<file path="config.mk">
export PLATFORM = sky130hd
export DESIGN_NAME = bin_to_bcd_seq
export DESIGN_NICKNAME = d
export VERILOG_FILES = /design/src/rtl/bin_to_bcd_seq.sv
export SDC_FILE = /design/constraint.sdc
export NUM_CORES = 1
export LEC_CHECK = 0
export CAP_MARGIN = 30
export CORE_AREA = 10 10 74 76
export CTS_CLUSTER_DIAMETER = 150
export DETAILED_ROUTE_END_ITERATION = 10
export DIE_AREA = 0 0 84 86
export PLACE_DENSITY = 0.74
export SYNTH_ARGS = -nofsm -noshare
export SYNTH_HDL_FRONTEND = slang
export SYNTH_SLANG_ARGS = --single-unit
</file>
<file path="constraint.sdc">
create_clock -name clk -period 1.5 [get_ports clk]
set_input_delay 0.225 -clock clk [delete_from_list [all_inputs] [get_ports clk]]
set_output_delay 0.225 -clock clk [all_outputs]
set_load 0.01 [all_outputs]
</file>
<file path="src/rtl/bin_to_bcd_seq.sv">
`default_nettype none
// ============================================================================
// Module   : bin_to_bcd_seq
// Purpose  : Sequential binary-to-BCD converter (shift-and-add-3), one bit
//            per clock. Feeds per-digit seven-segment decoders.
// Ports    : clk      - system clock, rising edge
//            reset    - synchronous, active-high reset
//            start    - conversion request, sampled only while ready=1
//            bin_in   - unsigned binary input, captured on the accepting edge
//            ready    - high while idle, a start will be accepted
//            done     - one-cycle pulse, bcd_out/overflow newly updated
//            bcd_out  - packed BCD, digit k = bcd_out[4k+3:4k], digit 0 = units
//            overflow - value did not fit in DIGITS digits, held until next done
// Revision : 1.0 - initial release
// ============================================================================
module bin_to_bcd_seq #(
    parameter int WIDTH  = 8,
    parameter int DIGITS = 3
) (
    input  logic                  clk,
    input  logic                  reset,
    input  logic                  start,
    input  logic [WIDTH-1:0]      bin_in,
    output logic                  ready,
    output logic                  done,
    output logic [4*DIGITS-1:0]   bcd_out,
    output logic                  overflow
);

    localparam int c_bcd_w = 4 * DIGITS;
    localparam int c_cat_w = c_bcd_w + WIDTH;
    localparam int c_cnt_w = $clog2(WIDTH + 1);
    localparam logic [c_cnt_w-1:0] c_last = c_cnt_w'(WIDTH - 1);
    localparam logic [c_cnt_w-1:0] c_one  = c_cnt_w'(1);

    typedef enum logic [1:0] {
        S_IDLE  = 2'd0,
        S_SHIFT = 2'd1,
        S_DONE  = 2'd2
    } state_t;

    state_t               r_state;
    logic [WIDTH-1:0]     r_bin;
    logic [c_bcd_w-1:0]   r_bcd;
    logic                 r_ovf_acc;
    logic [c_cnt_w-1:0]   r_count;

    logic [c_bcd_w-1:0]   w_adj;
    logic [c_cat_w-1:0]   w_cat;
    logic [c_cat_w-1:0]   w_cat_sh;
    logic                 w_carry;

    // Digit-local add-3: a digit of 5..9 becomes 8..12, so no carry ever
    // crosses into the neighbouring digit.
    generate
        for (genvar k = 0; k < DIGITS; k++) begin : g_digit
            assign w_adj[4*k +: 4] = (r_bcd[4*k +: 4] >= 4'd5) ?
                                     (r_bcd[4*k +: 4] + 4'd3) :
                                     r_bcd[4*k +: 4];
        end
    endgenerate

    // One double-dabble step on {adjusted BCD, binary}. The bit leaving the
    // top digit is only meaningful as an overflow indication.
    assign w_cat    = {w_adj, r_bin};
    assign w_cat_sh = {w_cat[c_cat_w-2:0], 1'b0};
    assign w_carry  = w_cat[c_cat_w-1];

    always_ff @(posedge clk) begin
        if (reset) begin
            r_state   <= S_IDLE;
            r_bin     <= '0;
            r_bcd     <= '0;
            r_ovf_acc <= 1'b0;
            r_count   <= '0;
            ready     <= 1'b1;
            done      <= 1'b0;
            bcd_out   <= '0;
            overflow  <= 1'b0;
        end else begin
            case (r_state)
                S_IDLE: begin
                    done <= 1'b0;
                    if (start) begin
                        r_bin     <= bin_in;
                        r_bcd     <= '0;
                        r_ovf_acc <= 1'b0;
                        r_count   <= '0;
                        ready     <= 1'b0;
                        r_state   <= S_SHIFT;
                    end else begin
                        ready     <= 1'b1;
                    end
                end
                S_SHIFT: begin
                    r_bcd     <= w_cat_sh[c_cat_w-1:WIDTH];
                    r_bin     <= w_cat_sh[WIDTH-1:0];
                    r_ovf_acc <= r_ovf_acc | w_carry;
                    r_count   <= r_count + c_one;
                    ready     <= 1'b0;
                    // Final iteration: publish the post-shift result directly
                    // so outputs only ever move on this edge.
                    if (r_count == c_last) begin
                        bcd_out  <= w_cat_sh[c_cat_w-1:WIDTH];
                        overflow <= r_ovf_acc | w_carry;
                        done     <= 1'b1;
                        r_state  <= S_DONE;
                    end
                end
                S_DONE: begin
                    done    <= 1'b0;
                    ready   <= 1'b1;
                    r_state <= S_IDLE;
                end
                default: begin
                    done    <= 1'b0;
                    ready   <= 1'b1;
                    r_state <= S_IDLE;
                end
            endcase
        end
    end

endmodule
`default_nettype wire
</file>
==> out/results.ini <==
[critical_path]
cp_slowest_cell = dfxtp_2
endpoint_kind = flop
r2r_start = r_bcd[9]
path_cells = inv_1 -> ha_1 -> nand2b_1 -> a21oi_2 -> mux2_4 -> o22ai_1
cp.arrival_ns = 1.66
rr_worst_depth = 6
cp_num_buf_inv = 1
r2r_end = bcd_out[10]
cp_top_family = flip-flops
crit_cells = 6
required_ns = 1.72
start_kind = flop
crit_fanout = 3
timing.reg2reg.setup_slack_ns = 0.06
setup.worst_path.class = reg2reg
slowest_delay_ns = 0.33

[clock_tree]
cts_root_buffer = clkbuf_8
htreeDepth = 2
ctsLongestPathBuffers = 2
cts_tree = built
cts_buffers = 5
cts_sinks = 42
clk_latency_ns = 0.29
clk_pin_slew_worst_paths_ns = 0.08

[power]
peakVddDrop_uv = 715.2
power_leakage_uw = 0.0009144
report.power.total_uw = 2070
powerDensity_nw_per_um2 = 851.0

[placement]
dp_slack_ns = -0.03141
post_dp_cell_area_um2 = 2245
dp_hpwl_um = 3067
gp_congestion = 0.8043
port-buffer-count = 25

[grt]
first_global_vias = 1515
grt_pass1_wl_um = 7100
grt_overflow_total = 0
antenna_found_initial = 0
grtUsageTotal = 0.1167
grt_max_degree = 20

[logic_synthesis]
synthTopCellsByCount = dfxtp_1 (42), nand2_1 (29), o21ai_0 (16)
syn_nets = 224
synth-seq-area-share = 0.4522
synth_edf_count = 0
yosysMostFrequentCell = dfxtp_1
yosysTopAreaCellShare = 0.4522
synth_top_family_by_area = compound AO/OA/AOI/OAI gates
async_flop_share = 0
yosys.area_share.adder = 0.04711
synth_warnings = 0
syn_inst = 206
synth_seq_cells = 42
synth-compound-area-share = 0.2147
synthTopCellsByArea = dfxtp_1 (45%), nand2_1 (5.9%), ha_1 (4.7%)
syn_area_um2 = 1859
synth_cell_types = 37
synth_flop_cell = dfxtp_1
yosys-mux-area-fraction = 0.02894
synthSimpleGateAreaFrac = 0.1770
synth_xor_area_frac = 0.01413
syn_avg_cell_area_um2 = 9.026
synth_area_leader_cell = dfxtp_1

[floorplanning]
io_pins = 26
die_h_um = 86
die_x_um = 84
initial_core_util = 0.4682
core_um2 = 3971
dieArea_um2 = 7224
rows = 23

[layout]
antennaDiodeCount = 0
design_area_um2 = 2432
drive_above_1_share = 0.2351
seq_area_um2 = 850.8
multi_input_area_um2 = 965.9
areaGrowthSynthToFinish_pct = 30.82
n_fill_cell = 357
nets = 268

[routing]
viasPerCell = 5.282
wl_um = 4341
wl_per_cell_um = 14.42
dr_total_vias = 1590
first_iter_violations = 108
drc = 0
ant_nets = 0
first_pass_iters = 5

[run_status]
status = finished, final reports clean

[worst_hold_path]
worstHoldPathType = reg2reg
min_from = done
min_to = done
hold_depth = 2

[sta]
hold_viol = 0
layout_setup_ws_ns = 0.05867
fmax_mhz = 693.8
drv_slew = 0
finalCritPeriodShare = 0.9609
layout_min_cycle_time_ns = 1.441
skew_ns = 0.003789
finalSetupViolCount = 0
tightest_slew_ns = 0.3775
slew_headroom = 0.7472

[run]
cap_violations = 0

-- power by group --
part | switching (µW) | internal (µW) | total (µW) | leakage, µW
Clock | 382 | 370 | 752 | 0.0000472
Sequential | 16.9 | 1140 | 1150 | 0.000344
Combinational | 84.3 | 79.1 | 163 | 0.000523
Total | 484 | 1590 | 2070 | 0.000914
-- metal layers --
metal / vias up / wire length (µm) / part of all wire / track usage
met3: 5 / 260 / 0.060 / 0.04541
met4: 0 / 45 / 0.010 / 0.03653
met5: - / 0 / 0 / 0
met1: 742 / 1973 / 0.45 / 0.1363
li1: 811 / - / - / -
met2: 32 / 2061 / 0.47 / 0.1923
-- metrics by stage --
step,hold slack [ns],instances,utilization,setup TNS [ns]
final,0.4529,301,0.6125,0
after global routing,0.4830,301,0.6125,-0.05501
after CTS,0.4583,300,0.5923,0
after detailed placement,0.4426,292,0.5652,-0.1184
after global placement,0.4359,292,0.5652,-0.02706
after floorplan,0.3037,206,-,0
-- cell type report --
class,count,area share
Multi-Input combinational cell,142,0.3971
Clock buffer,6,0.03395
Timing Repair Buffer,45,0.1667
Clock inverter,2,0.005144
Sequential cell,42,0.3498
Tap cell,50,0.02572
Inverter,14,0.02160
-- registers in the layout, indices dropped and copies added (netlist names), 2 cells and up --
name and count:
r_state 2, r_bcd 12, r_count 4, bcd_out 12, r_bin 8
-- worst register-to-register path, cell delays in order, from the launching register on --
cell and delay (ns):
dfxtp_2 0.33, inv_1 0.06, ha_1 0.18, nand2b_1 0.17, a21oi_2 0.18, mux2_4 0.33, o22ai_1 0.13
-- layout by cell type, fill, tap and decap left out, drive strengths merged, types with 2 or more instances in the layout --
master         Yosys  final
mux2i              2      2
clkbuf             1      6
mux2               3      3
nand2             30     30
a21oi             11     11
o211ai             2      2
xnor2              3      3
clkdlybuf4s50      0     25
nand3              4      4
buf                7     20
nor3               5      5
a22o               2      2
a22oi              5      5
nor3b              6      6
a211oi             5      5
dfxtp             42     42
ha                 7      7
o22ai              8      8
nand2b             5      5
o21ai             22     22
a221oi             2      2
inv               14     14
nor2              13     13
-- timing repair --
| action | in CTS | in global routing |
|---|---|---|
| setup endpoints to repair | 5 | 15 |
| gates resized for setup | 4 | 22 |
| gates cloned | 0 | 1 |
| pin swaps | 2 | 3 |
| setup buffers | 0 | 0 |
| hold buffers | 0 | 0 |
-- logic make-up after synthesis --
logic type / Yosys count
compound gates: 61
fa+ha+maj: 7
flops: 42
mux: 5
buf+inv: 22
simple gates: 66
xor+xnor: 3
-- how the worst max path moves through the flow --
stage               slack, ns     endpoint  startpoint
floorplan               0.007   bcd_out[2]    r_bcd[0]
global placement        -0.01    r_bcd[11]       reset
detailed placement      -0.03   bcd_out[2]    r_bcd[1]
CTS                     0.009  bcd_out[10]    r_bcd[9]
global route            -0.02  bcd_out[10]    r_bcd[9]
finish                   0.06  bcd_out[10]    r_bcd[9]
(Power assumes the default switching activity.)
